File: src/rtl/reg_writeback_pkg.sv
// ----------------------------------------------------------------------------
// reg_writeback_pkg
// Shared types for the register-file writeback block: register index and data
// widths, the {num, data} entry carried by the long-latency result FIFO, and a
// popcount helper used by the issue-side outstanding-write limit.
// ----------------------------------------------------------------------------
package reg_writeback_pkg;

    localparam int RegNumWidth = 5;
    localparam int DataWidth   = 32;
    localparam int NumRegs     = 1 << RegNumWidth;

    typedef logic [RegNumWidth-1:0] reg_num_t;
    typedef logic [DataWidth-1:0]   data_t;

    typedef struct packed {
        reg_num_t num;
        data_t    data;
    } wb_entry_t;

    localparam int EntryWidth = $bits(wb_entry_t);

    // Number of registers with a pending long-latency write.
    function automatic int popcount(input logic [NumRegs-1:0] v);
        int c;
        c = 0;
        for (int i = 0; i < NumRegs; i++) begin
            if (v[i]) c++;
        end
        return c;
    endfunction

endpackage

File: src/rtl/reg_writeback_if.sv
// ----------------------------------------------------------------------------
// reg_writeback_if
// Bundles every non-clock signal of the writeback block.
//   master : execute/memory/decode side (drives wb, issue, lr, regNum0/1)
//   slave  : reg_writeback (drives issueReady, lrReady, hazard, regWrite*)
// ----------------------------------------------------------------------------
interface reg_writeback_if;
    import reg_writeback_pkg::*;

    // In-order pipeline writeback
    logic     wbValid;
    reg_num_t wbRegNum;
    data_t    wbData;
    // Long-latency issue handshake
    logic     issueValid;
    reg_num_t issueRegNum;
    logic     issueReady;
    // Long-latency result handshake
    logic     lrValid;
    reg_num_t lrRegNum;
    data_t    lrData;
    logic     lrReady;
    // Decode hazard query
    reg_num_t regNum0;
    reg_num_t regNum1;
    logic     hazard;
    // Register-file write port
    logic     regWriteEnable;
    reg_num_t regWriteNum;
    data_t    regWriteData;

    modport master (
        output wbValid, wbRegNum, wbData,
        output issueValid, issueRegNum, input issueReady,
        output lrValid, lrRegNum, lrData, input lrReady,
        output regNum0, regNum1, input hazard,
        input  regWriteEnable, regWriteNum, regWriteData
    );

    modport slave (
        input  wbValid, wbRegNum, wbData,
        input  issueValid, issueRegNum, output issueReady,
        input  lrValid, lrRegNum, lrData, output lrReady,
        input  regNum0, regNum1, output hazard,
        output regWriteEnable, regWriteNum, regWriteData
    );

endinterface

File: src/rtl/reg_writeback_wb_fifo.sv
// ----------------------------------------------------------------------------
// wb_fifo
// Small synchronous FIFO for long-latency results.
//   clk, reset       : clock, synchronous active-high reset (pointers only)
//   push_i, din_i    : write request and entry (ignored when full)
//   full_o           : no free entry
//   pop_i            : remove head (ignored when empty)
//   empty_o, head_o  : no entry / oldest entry (valid when !empty_o)
// ----------------------------------------------------------------------------
module wb_fifo #(
    parameter int DEPTH = 2,
    parameter int WIDTH = 37
) (
    input  logic             clk,
    input  logic             reset,
    input  logic             push_i,
    input  logic [WIDTH-1:0] din_i,
    output logic             full_o,
    input  logic             pop_i,
    output logic             empty_o,
    output logic [WIDTH-1:0] head_o
);

    localparam int AW = $clog2(DEPTH);
    localparam logic [AW:0] PtrOne = 1;

    logic [WIDTH-1:0] mem_q [DEPTH];
    // Extra MSB distinguishes full from empty when the index bits match.
    logic [AW:0] wr_ptr_q, wr_ptr_d;
    logic [AW:0] rd_ptr_q, rd_ptr_d;
    logic        push_ok, pop_ok;

    assign empty_o = (wr_ptr_q == rd_ptr_q);
    assign full_o  = (wr_ptr_q[AW] != rd_ptr_q[AW]) &&
                     (wr_ptr_q[AW-1:0] == rd_ptr_q[AW-1:0]);
    assign head_o  = mem_q[rd_ptr_q[AW-1:0]];

    assign push_ok = push_i && !full_o;
    assign pop_ok  = pop_i && !empty_o;

    always_comb begin
        wr_ptr_d = wr_ptr_q;
        rd_ptr_d = rd_ptr_q;
        if (push_ok) wr_ptr_d = wr_ptr_q + PtrOne;
        if (pop_ok)  rd_ptr_d = rd_ptr_q + PtrOne;
    end

    always_ff @(posedge clk) begin
        if (reset) begin
            wr_ptr_q <= '0;
            rd_ptr_q <= '0;
        end else begin
            wr_ptr_q <= wr_ptr_d;
            rd_ptr_q <= rd_ptr_d;
        end
    end

    // Storage carries data only; validity is defined by the pointers.
    always_ff @(posedge clk) begin
        if (push_ok) mem_q[wr_ptr_q[AW-1:0]] <= din_i;
    end

endmodule

File: src/rtl/reg_writeback.sv
// ----------------------------------------------------------------------------
// reg_writeback
// Merges in-order pipeline writebacks with out-of-order long-latency results
// onto the single register-file write port, and tracks registers that have a
// long-latency write outstanding.
//   clk, reset : clock, synchronous active-high reset
//   bus        : reg_writeback_if.slave (wb, issue, lr, hazard, regWrite*)
// Pipeline writebacks always win the port; queued results drain in bubbles.
// ----------------------------------------------------------------------------
module reg_writeback
    import reg_writeback_pkg::*;
#(
    parameter int DEPTH = 2
) (
    input  logic            clk,
    input  logic            reset,
    reg_writeback_if.slave  bus
);

    logic [NumRegs-1:0] busy_q, busy_d;
    logic               wen_q, wen_d;
    reg_num_t           wnum_q, wnum_d;
    data_t              wdata_q, wdata_d;

    logic      fifo_full, fifo_empty;
    logic      push, pop, wb_take, issue_ready, issue_fire;
    wb_entry_t fifo_din, fifo_head;

    // Limiting outstanding writes to DEPTH guarantees every issued op has a
    // FIFO slot for its result.
    assign issue_ready = !busy_q[bus.issueRegNum] && (popcount(busy_q) < DEPTH);
    assign issue_fire  = bus.issueValid && issue_ready && (bus.issueRegNum != '0);

    // x0 results are accepted (lrReady) but never enqueued.
    assign push     = bus.lrValid && !fifo_full && (bus.lrRegNum != '0);
    assign fifo_din = '{num: bus.lrRegNum, data: bus.lrData};

    assign wb_take = bus.wbValid && (bus.wbRegNum != '0);
    assign pop     = !wb_take && !fifo_empty;

    wb_fifo #(
        .DEPTH (DEPTH),
        .WIDTH (EntryWidth)
    ) u_fifo (
        .clk     (clk),
        .reset   (reset),
        .push_i  (push),
        .din_i   (fifo_din),
        .full_o  (fifo_full),
        .pop_i   (pop),
        .empty_o (fifo_empty),
        .head_o  (fifo_head)
    );

    always_comb begin
        busy_d = busy_q;
        // Clear and set never target the same bit: issue is blocked while busy.
        if (pop)        busy_d[fifo_head.num]   = 1'b0;
        if (issue_fire) busy_d[bus.issueRegNum] = 1'b1;
        busy_d[0] = 1'b0;
    end

    always_comb begin
        wen_d   = 1'b0;
        wnum_d  = wnum_q;
        wdata_d = wdata_q;
        if (wb_take) begin
            wen_d   = 1'b1;
            wnum_d  = bus.wbRegNum;
            wdata_d = bus.wbData;
        end else if (pop) begin
            wen_d   = 1'b1;
            wnum_d  = fifo_head.num;
            wdata_d = fifo_head.data;
        end
    end

    always_ff @(posedge clk) begin
        if (reset) begin
            busy_q  <= '0;
            wen_q   <= 1'b0;
            wnum_q  <= '0;
            wdata_q <= '0;
        end else begin
            busy_q  <= busy_d;
            wen_q   <= wen_d;
            wnum_q  <= wnum_d;
            wdata_q <= wdata_d;
        end
    end

    assign bus.issueReady     = issue_ready;
    assign bus.lrReady        = !fifo_full;
    assign bus.hazard         = busy_q[bus.regNum0] | busy_q[bus.regNum1];
    assign bus.regWriteEnable = wen_q;
    assign bus.regWriteNum    = wnum_q;
    assign bus.regWriteData   = wdata_q;

endmodule

File: src/flat_wrapper.sv
// flat-port wrapper written by rule: the top's interface ports become plain ports
module reg_writeback_flat import reg_writeback_pkg::*;
#(
    parameter int DEPTH = 2
)
  (clk, reset, bus_wbValid, bus_wbRegNum, bus_wbData, bus_issueValid, bus_issueRegNum, bus_issueReady, bus_lrValid, bus_lrRegNum, bus_lrData, bus_lrReady, bus_regNum0, bus_regNum1, bus_hazard, bus_regWriteEnable, bus_regWriteNum, bus_regWriteData);
  reg_writeback_if bus_i ();
  input  logic clk;
  input  logic reset;
  input wire logic [$bits(bus_i.wbValid)-1:0] bus_wbValid;
  input wire logic [$bits(bus_i.wbRegNum)-1:0] bus_wbRegNum;
  input wire logic [$bits(bus_i.wbData)-1:0] bus_wbData;
  input wire logic [$bits(bus_i.issueValid)-1:0] bus_issueValid;
  input wire logic [$bits(bus_i.issueRegNum)-1:0] bus_issueRegNum;
  output wire logic [$bits(bus_i.issueReady)-1:0] bus_issueReady;
  input wire logic [$bits(bus_i.lrValid)-1:0] bus_lrValid;
  input wire logic [$bits(bus_i.lrRegNum)-1:0] bus_lrRegNum;
  input wire logic [$bits(bus_i.lrData)-1:0] bus_lrData;
  output wire logic [$bits(bus_i.lrReady)-1:0] bus_lrReady;
  input wire logic [$bits(bus_i.regNum0)-1:0] bus_regNum0;
  input wire logic [$bits(bus_i.regNum1)-1:0] bus_regNum1;
  output wire logic [$bits(bus_i.hazard)-1:0] bus_hazard;
  output wire logic [$bits(bus_i.regWriteEnable)-1:0] bus_regWriteEnable;
  output wire logic [$bits(bus_i.regWriteNum)-1:0] bus_regWriteNum;
  output wire logic [$bits(bus_i.regWriteData)-1:0] bus_regWriteData;
  assign bus_i.wbValid = bus_wbValid;
  assign bus_i.wbRegNum = bus_wbRegNum;
  assign bus_i.wbData = bus_wbData;
  assign bus_i.issueValid = bus_issueValid;
  assign bus_i.issueRegNum = bus_issueRegNum;
  assign bus_issueReady = bus_i.issueReady;
  assign bus_i.lrValid = bus_lrValid;
  assign bus_i.lrRegNum = bus_lrRegNum;
  assign bus_i.lrData = bus_lrData;
  assign bus_lrReady = bus_i.lrReady;
  assign bus_i.regNum0 = bus_regNum0;
  assign bus_i.regNum1 = bus_regNum1;
  assign bus_hazard = bus_i.hazard;
  assign bus_regWriteEnable = bus_i.regWriteEnable;
  assign bus_regWriteNum = bus_i.regWriteNum;
  assign bus_regWriteData = bus_i.regWriteData;
  reg_writeback #(.DEPTH(DEPTH)) u_core (.clk(clk), .reset(reset), .bus(bus_i));
endmodule
File: config.mk
export PLATFORM = sky130hd
export DESIGN_NAME = reg_writeback_flat
export DESIGN_NICKNAME = d
export VERILOG_FILES = /design/src/rtl/reg_writeback_pkg.sv /design/src/rtl/reg_writeback_if.sv /design/src/rtl/reg_writeback_wb_fifo.sv /design/src/rtl/reg_writeback.sv /design/src/flat_wrapper.sv
export SDC_FILE = /design/constraint.sdc
export NUM_CORES = 1
export LEC_CHECK = 0
export BUFFER_PORTS_ARGS = -buffer_cell sky130_fd_sc_hd__clkbuf_2
export CAP_MARGIN = 20
export CORE_MARGIN = 2
export CORE_UTILIZATION = 60
export DETAILED_ROUTE_END_ITERATION = 7
export PLACE_DENSITY = 0.9
export SLEW_MARGIN = 20
export SYNTH_ARGS = -nofsm -noshare
export SYNTH_HDL_FRONTEND = slang
export SYNTH_SLANG_ARGS = --single-unit
File: constraint.sdc
create_clock -name clk -period 25.3 [get_ports clk]
set_clock_uncertainty 0.1 [all_clocks]
set_input_delay 2.53 -clock clk [delete_from_list [all_inputs] [get_ports clk]]
set_output_delay 2.53 -clock clk [all_outputs]
set_load 0.02 [all_outputs]
# == After elaboration in Yosys (flattened, before gate mapping) ==
# Memory sizes are Yosys's and may differ from the RTL's. A register that Yosys moved wholly into a read port is not among the register bits.
# Cells that the tools add are included.
# classes
add_sub_neg,33
n_lt_le_gt_ge,7
eq_ne,3
muxes,54
bitwise,4
n_reduce_logical,20
# ops
cell,count
32-bit two-way mux,35
"32-bit by 2-bit adder with 32-bit output, second input constant",30
32-bit bitwise AND,1
"32-bit by 3-bit less-than comparator with 1-bit output, second input constant",1
32-bit NOT,1
32-bit bitwise OR,1
"5-bit by 6-bit less-than comparator with 1-bit output, second input constant",4
1-bit binary-select mux with 5-bit select,3
5-bit nonzero test,3
1-bit logical AND,12
1-bit two-way mux,12
1-bit demux with 5-bit select,2
"5-bit by 1-bit greater-or-equal comparator with 1-bit output, second input constant",2
5-bit two-way mux,2
"2-bit by 1-bit adder with 2-bit output, second input constant",2
1-bit zero test,4
"1-bit by 1-bit adder with 2-bit output, second input constant",1
2-bit equality test,1
2-bit nonzero test,1
1-bit equality test,1
1-bit != test,1
1-bit bitwise OR,1
# word_totals
reg_bits,74
ram_bits,74
input_bits,94
wordCells,129
n_memories,1
# memory_table
memory,words,word_bits,rd,rd_clocked_by_memory_dff,wr,line,text
u_core.u_fifo.mem_q,2,37,1,1,1,reg_writeback_wb_fifo.sv:27,logic [WIDTH-1:0] mem_q [DEPTH];

# == Longest topological paths before layout ==
# logic_depth
depth_word,68
mapped_depth,104
ltp_nobuf,102

# == By module ==
# A second synthesis with hierarchy kept.
# unflattened
hier_cells,1278
area_unflattened_um2,12434.4
# by_module_without_submodules
module,instances,cells_each,area_per_inst_um2
reg_writeback,1,1130,9491.6
wb_fifo,1,148,2942.8

# == Least setup slack after synthesis ==
# OpenSTA, ideal clock, no wires.
# synth_timing
path_type,register -> output
startpoint,register u_core.busy_q[2]
endpoint,output bus_issueReady
arrival_ps,19130
t_required_ps,22670
setup_slack_ps,3540
stages_incl_launch_ff,105
n_path_buf,3
cell_sequence,dfxtp_1 -> inv_1 -> ha_1 -> buf_6 -> xnor3_2 -> inv_1 -> ha_1 -> nand2b_1 -> o41ai_2 -> or2_1 -> inv_1 -> ha_1 -> nand2_1 -> o21ai_0 -> ha_1 -> nor2b_1 -> nor2_1 -> and2_1 -> [69 not listed] -> ha_1 -> mux2_2 -> ha_1 -> mux2_2 -> ha_1 -> mux2_2 -> ha_1 -> xor2_1 -> nor2_1 -> nand2_1 -> o31ai_1 -> nand3_1 -> a41oi_1 -> o211ai_1 -> a21oi_2 -> o211ai_4 -> buf_6 -> nor2_1
# synth_via
elab_chain_cells,61
word_cells_on_any_way,64
cone_classes,add/sub (29); order compare (1); mux (32); reduce/logical (2)
# synth_lines
item,line,text
start: declaration,reg_writeback.sv:20,"logic [NumRegs-1:0] busy_q, busy_d;"
start signal: assignment,reg_writeback.sv:85,busy_q <= busy_d;
32-bit two-way mux,reg_writeback_pkg.sv:28,if (v[i]) c++;
32-bit by 2-bit adder with 32-bit output,reg_writeback_pkg.sv:28,
32-bit two-way mux,reg_writeback_pkg.sv:28,
32-bit by 2-bit adder with 32-bit output,reg_writeback_pkg.sv:28,
32-bit two-way mux,reg_writeback_pkg.sv:28,
32-bit by 2-bit adder with 32-bit output,reg_writeback_pkg.sv:28,
32-bit two-way mux,reg_writeback_pkg.sv:28,
32-bit by 2-bit adder with 32-bit output,reg_writeback_pkg.sv:28,
[45 not listed],--,
32-bit by 2-bit adder with 32-bit output,reg_writeback_pkg.sv:28,
32-bit two-way mux,reg_writeback_pkg.sv:28,
32-bit by 2-bit adder with 32-bit output,reg_writeback_pkg.sv:28,
32-bit two-way mux,reg_writeback_pkg.sv:28,
32-bit by 2-bit adder with 32-bit output,reg_writeback_pkg.sv:28,
32-bit two-way mux,reg_writeback_pkg.sv:28,
32-bit by 3-bit less-than comparator with 1-bit output,reg_writeback.sv:31,assign issue_ready = !busy_q[bus.issueRegNum] && (popcount(busy_q) < DEPTH);
1-bit logical AND (*),reg_writeback.sv:31,
end: declaration,flat_wrapper.sv:15,output wire logic [$bits(bus_i.issueReady)-1:0] bus_issueReady;
# Mark *: on every way between the ends. The rest lies on a longest branch, timed or not. The select of a mux whose other input is x is not followed.

# == Worst setup path after layout ==
# Same ends and word-level chain as after synthesis.

==> metrics.md <==
| Metric | Value |
|---|---|
| Synth Cell Area | `~13000 sq um` |
| Cell-internal power | `0.542 mW` |
| Gate Count Post-Synth | `1357` |
| Commonest non-fill, non-tap cell in the layout | `nor2_1` |
| Fin nets | `1570` |
| Vias | `around 11000` |
| Syn Nets | `1482` |
| Die Ht | `150 um` |
| Worst skew pair latency | `0.42 ns` |
| Fin crit period | `23.94 ns` |
| Max-slew violations | `0` |
| RR Startpoint | `u_core.busy_q[2]` |
| Power share of the sequential group | `36.1%` |
| WP data required | `22.67 ns` |
| Clock root cell | `clkbuf_16` |
| Dominant synthesized flop cell | `edfxtp_1` |
| Most frequent cells in the layout | `145 x nor2_1, 134 x clkbuf_2, 115 x nand2_1, 76 x a21oi_1, 75 x xnor2_1` |
| CORE AREA | `21000 sq um` |
| Vias in the first global route | `approximately 11000` |
| IO Port Bufs | `134` |
| Total power draw | `between 0.8 and 0.9 mW` |
| Setup slack, reg-to-reg | `3.86 ns` |
| Total Routing Usage GR | `29.1%` |
| Crit path max fanout | `12` |
| Multi-input gate area | `about 8600 sq um` |
| Max-cap violations | `0` |
| I/O pin cnt | `135` |
| Worst Hold End | `u_core.u_fifo.rd_ptr_q[1]` |
| WS Path Type | `reg -> out` |
| Vias per cell | `6.46` |
| Hold path cells | `2` |
| Post-DP Area | `13400 sq um` |
| Peak VDD IR | `0.0801 mV` |
| Synthesis warning total | `0` |
| CP max-delay cell | `xnor3_2` |
| Final hold vios | `0` |
| CP dominant cell by count | `ha_1` |
| Sw Share | `38.2%` |
| Clock buffer count from CTS | `17` |
| Critical path endpoint category | `output port` |
| FF-to-FF End | `u_core.busy_q[12]` |
| Post-synth top area share | `17.4%` |
| P&R area growth vs syn | `10.4%` |
| Maximum root-to-sink buffer count | `2` |
| Switching power | `0.335 mW` |
| Power Density | `62.1 nW/um^2` |
| Comb power frac | `a little over a third` |
| Wirelength per Cell | `between 15 and 20 um` |
| Maximum clock rate | `about 42 MHz` |
| Share of flip-flops with an asynchronous set or reset | `0%` |
| Storage element area | `3700 sq um` |
| Max incr delay on CP | `0.50 ns` |
| Startpoint types | `flop` |
| Initial antenna violation count | `1` |
| First-pass GRT wire length | `between 50000 and 60000 um` |
| DR iter-0 viols | `1056` |
| Synth area leader | `edfxtp_1` |
| Initial core utilization | `61.0%` |
| Tcrit/Tclk final | `94.6%` |
| Placer Congestion | `0.968` |
| Fraction of layout cells with a size suffix above 1 | `23.3%` |
| CTS tree | `yes` |
| Leak | `5.36 nW` |
| H-tree Lvls | `4` |
| Slew Limit Headroom | `25.1%` |
| Largest net degree at the start of global routing | `between 70 and 80` |
| # rows | `53` |
| DRT Pass-1 Iters | `8` |
| Final ANT Viol Nets | `0` |
| Yosys cell types | `130` |
| Clk pwr share | `28.6%` |
| Min-delay src | `u_core.u_fifo.rd_ptr_q[1]` |
| WP data arrival | `21.31 ns` |
| Reg clk slew, reported paths | `about 0.070 ns` |
| #FFs+latches synth | `roughly 150` |
| Total Wirelength | `33600 um` |
| Post-route cell area | `14100 sq um` |
| # DRC | `0` |
| Hold_buf cts | `0` |
| Number of flops mapped to enable cells by yosys | `74` |
| Clock sinks | `148` |
| Die extent in x | `roughly 150 um` |
| Die Footprint | `between 20000 and 25000 sq um` |
| DP Wirelength | `24200 um` |
| Overflow after GRT | `0` |
| Status | `finished, final reports clean` |
| Hold Crit Class | `reg -> reg` |
| Seq/Total Area, Yosys | `29.0%` |
| Slew @ Worst Pin | `1.11 ns` |
| Worst R2R Path Depth | `102` |
| Hold Slack | `about 0.49 ns` |
| Final setup viols | `0` |
| Synth top area cells | `edfxtp_1 17%, dfxtp_1 12%, xnor2_1 5.1%` |
| Syn Area/Cell | `around 9.4 sq um` |
| # fillers | `between 1500 and 2000` |
-- flip-flops by register name, summed over array words and instances, names as in the netlist, named ones only --
signal	flops
u_core.u_fifo.rd_ptr_q	2
u_core.u_fifo.mem_q	74
u_core.bus.regWriteEnable	1
u_core.busy_q	31
u_core.u_fifo.wr_ptr_q	2
u_core.bus.regWriteData	32
u_core.bus.regWriteNum	5
-- cells in the mapped netlist, drive strengths merged (14+ instances only) --
| cell type | count |
|---|---|
| a211oi | 46 |
| a21oi | 78 |
| and2 | 20 |
| buf | 18 |
| clkbuf | 54 |
| dfxtp | 74 |
| edfxtp | 74 |
| ha | 31 |
| inv | 38 |
| mux2 | 17 |
| mux2i | 58 |
| mux4 | 26 |
| nand2 | 119 |
| nand3 | 37 |
| nand3b | 14 |
| nand4 | 14 |
| nor2 | 148 |
| nor2b | 14 |
| nor3 | 28 |
| o21ai | 65 |
| o41ai | 24 |
| xnor2 | 90 |
| xnor3 | 19 |
| xor2 | 39 |
-- cell type report --
class                           count  share of cell area, %
Multi-Input combinational cell   1097                   60.6
Sequential cell                   148                   26.2
Timing Repair Buffer              143                   5.51
Clock buffer                       17                   3.01
Tap cell                          275                   2.44
Clock inverter                     15                   1.16
Inverter                           38                   1.05
Antenna cell                        1                 0.0177
-- worst max-delay path, delay by kind of cell (launching register included) --
kind	cells	cell delay, ns
AO/OA/AOI/OAI	27	4.22
multiplexers	8	2.25
flip-flops	1	0.43
adder cells (fa/ha/maj)	28	8.73
buffers and inverters	8	0.78
AND/OR/NAND/NOR	29	3.74
XOR/XNOR	2	0.67
-- cells by family after synthesis --
family / after synthesis / synth area share, %
AND/OR/NAND/NOR: 489 / 19.5
AO/OA/AOI/OAI: 323 / 17.9
flip-flops: 148 / 29.0
adder cells (fa/ha/maj): 32 / 3.11
buffers and inverters: 113 / 4.71
multiplexers: 101 / 10.7
XOR/XNOR: 151 / 15.1
-- repair_timing --
action                     CTS  global route
gates resized for setup      0             7
setup endpoints to repair    0             1
setup buffers                0             2
-- metrics by stage --
step	setup WS [ns]	TNS, ns	instances	util [%]
floorplan	3.54	0	1357	-
global placement	2.61	0	1696	64.0
detailed placement	1.48	0	1696	64.0
CTS	0.991	0	1728	66.8
global route	-0.0201	-0.0201	1734	67.4
finish	1.36	0	1734	67.4
-- power groups by stage --
stage          sequential (mW)  combinational [mW]  clock [mW]
6_report                 0.317               0.310       0.250
3_3_place_gp             0.319               0.279           0
3_5_place_dp             0.321               0.293           0
4_1_cts                  0.316               0.298       0.251
5_1_grt                  0.320               0.336       0.262
2_1_floorplan            0.328               0.207           0
-- how the worst max path moves through the flow --
stage	slack, ns	to	from
after floorplan	3.54	bus_issueReady	u_core.busy_q[2]
after CTS	0.99	bus_issueReady	u_core.busy_q[2]
after global placement	2.61	bus_issueReady	u_core.busy_q[2]
after global routing	-0.02	bus_issueReady	u_core.busy_q[2]
final	1.36	bus_issueReady	u_core.busy_q[2]
after detailed placement	1.48	bus_issueReady	u_core.busy_q[2]
-- per-layer routing --
metal	vias to the layer above	share of wire, %	track usage [%]
met1	5286	39	36.2
met5	-	0	0
met3	80	9.3	6.43
met2	605	48	50.0
met4	0	2.9	10.2
li1	5230	-	-
(Power assumes the default switching activity.)
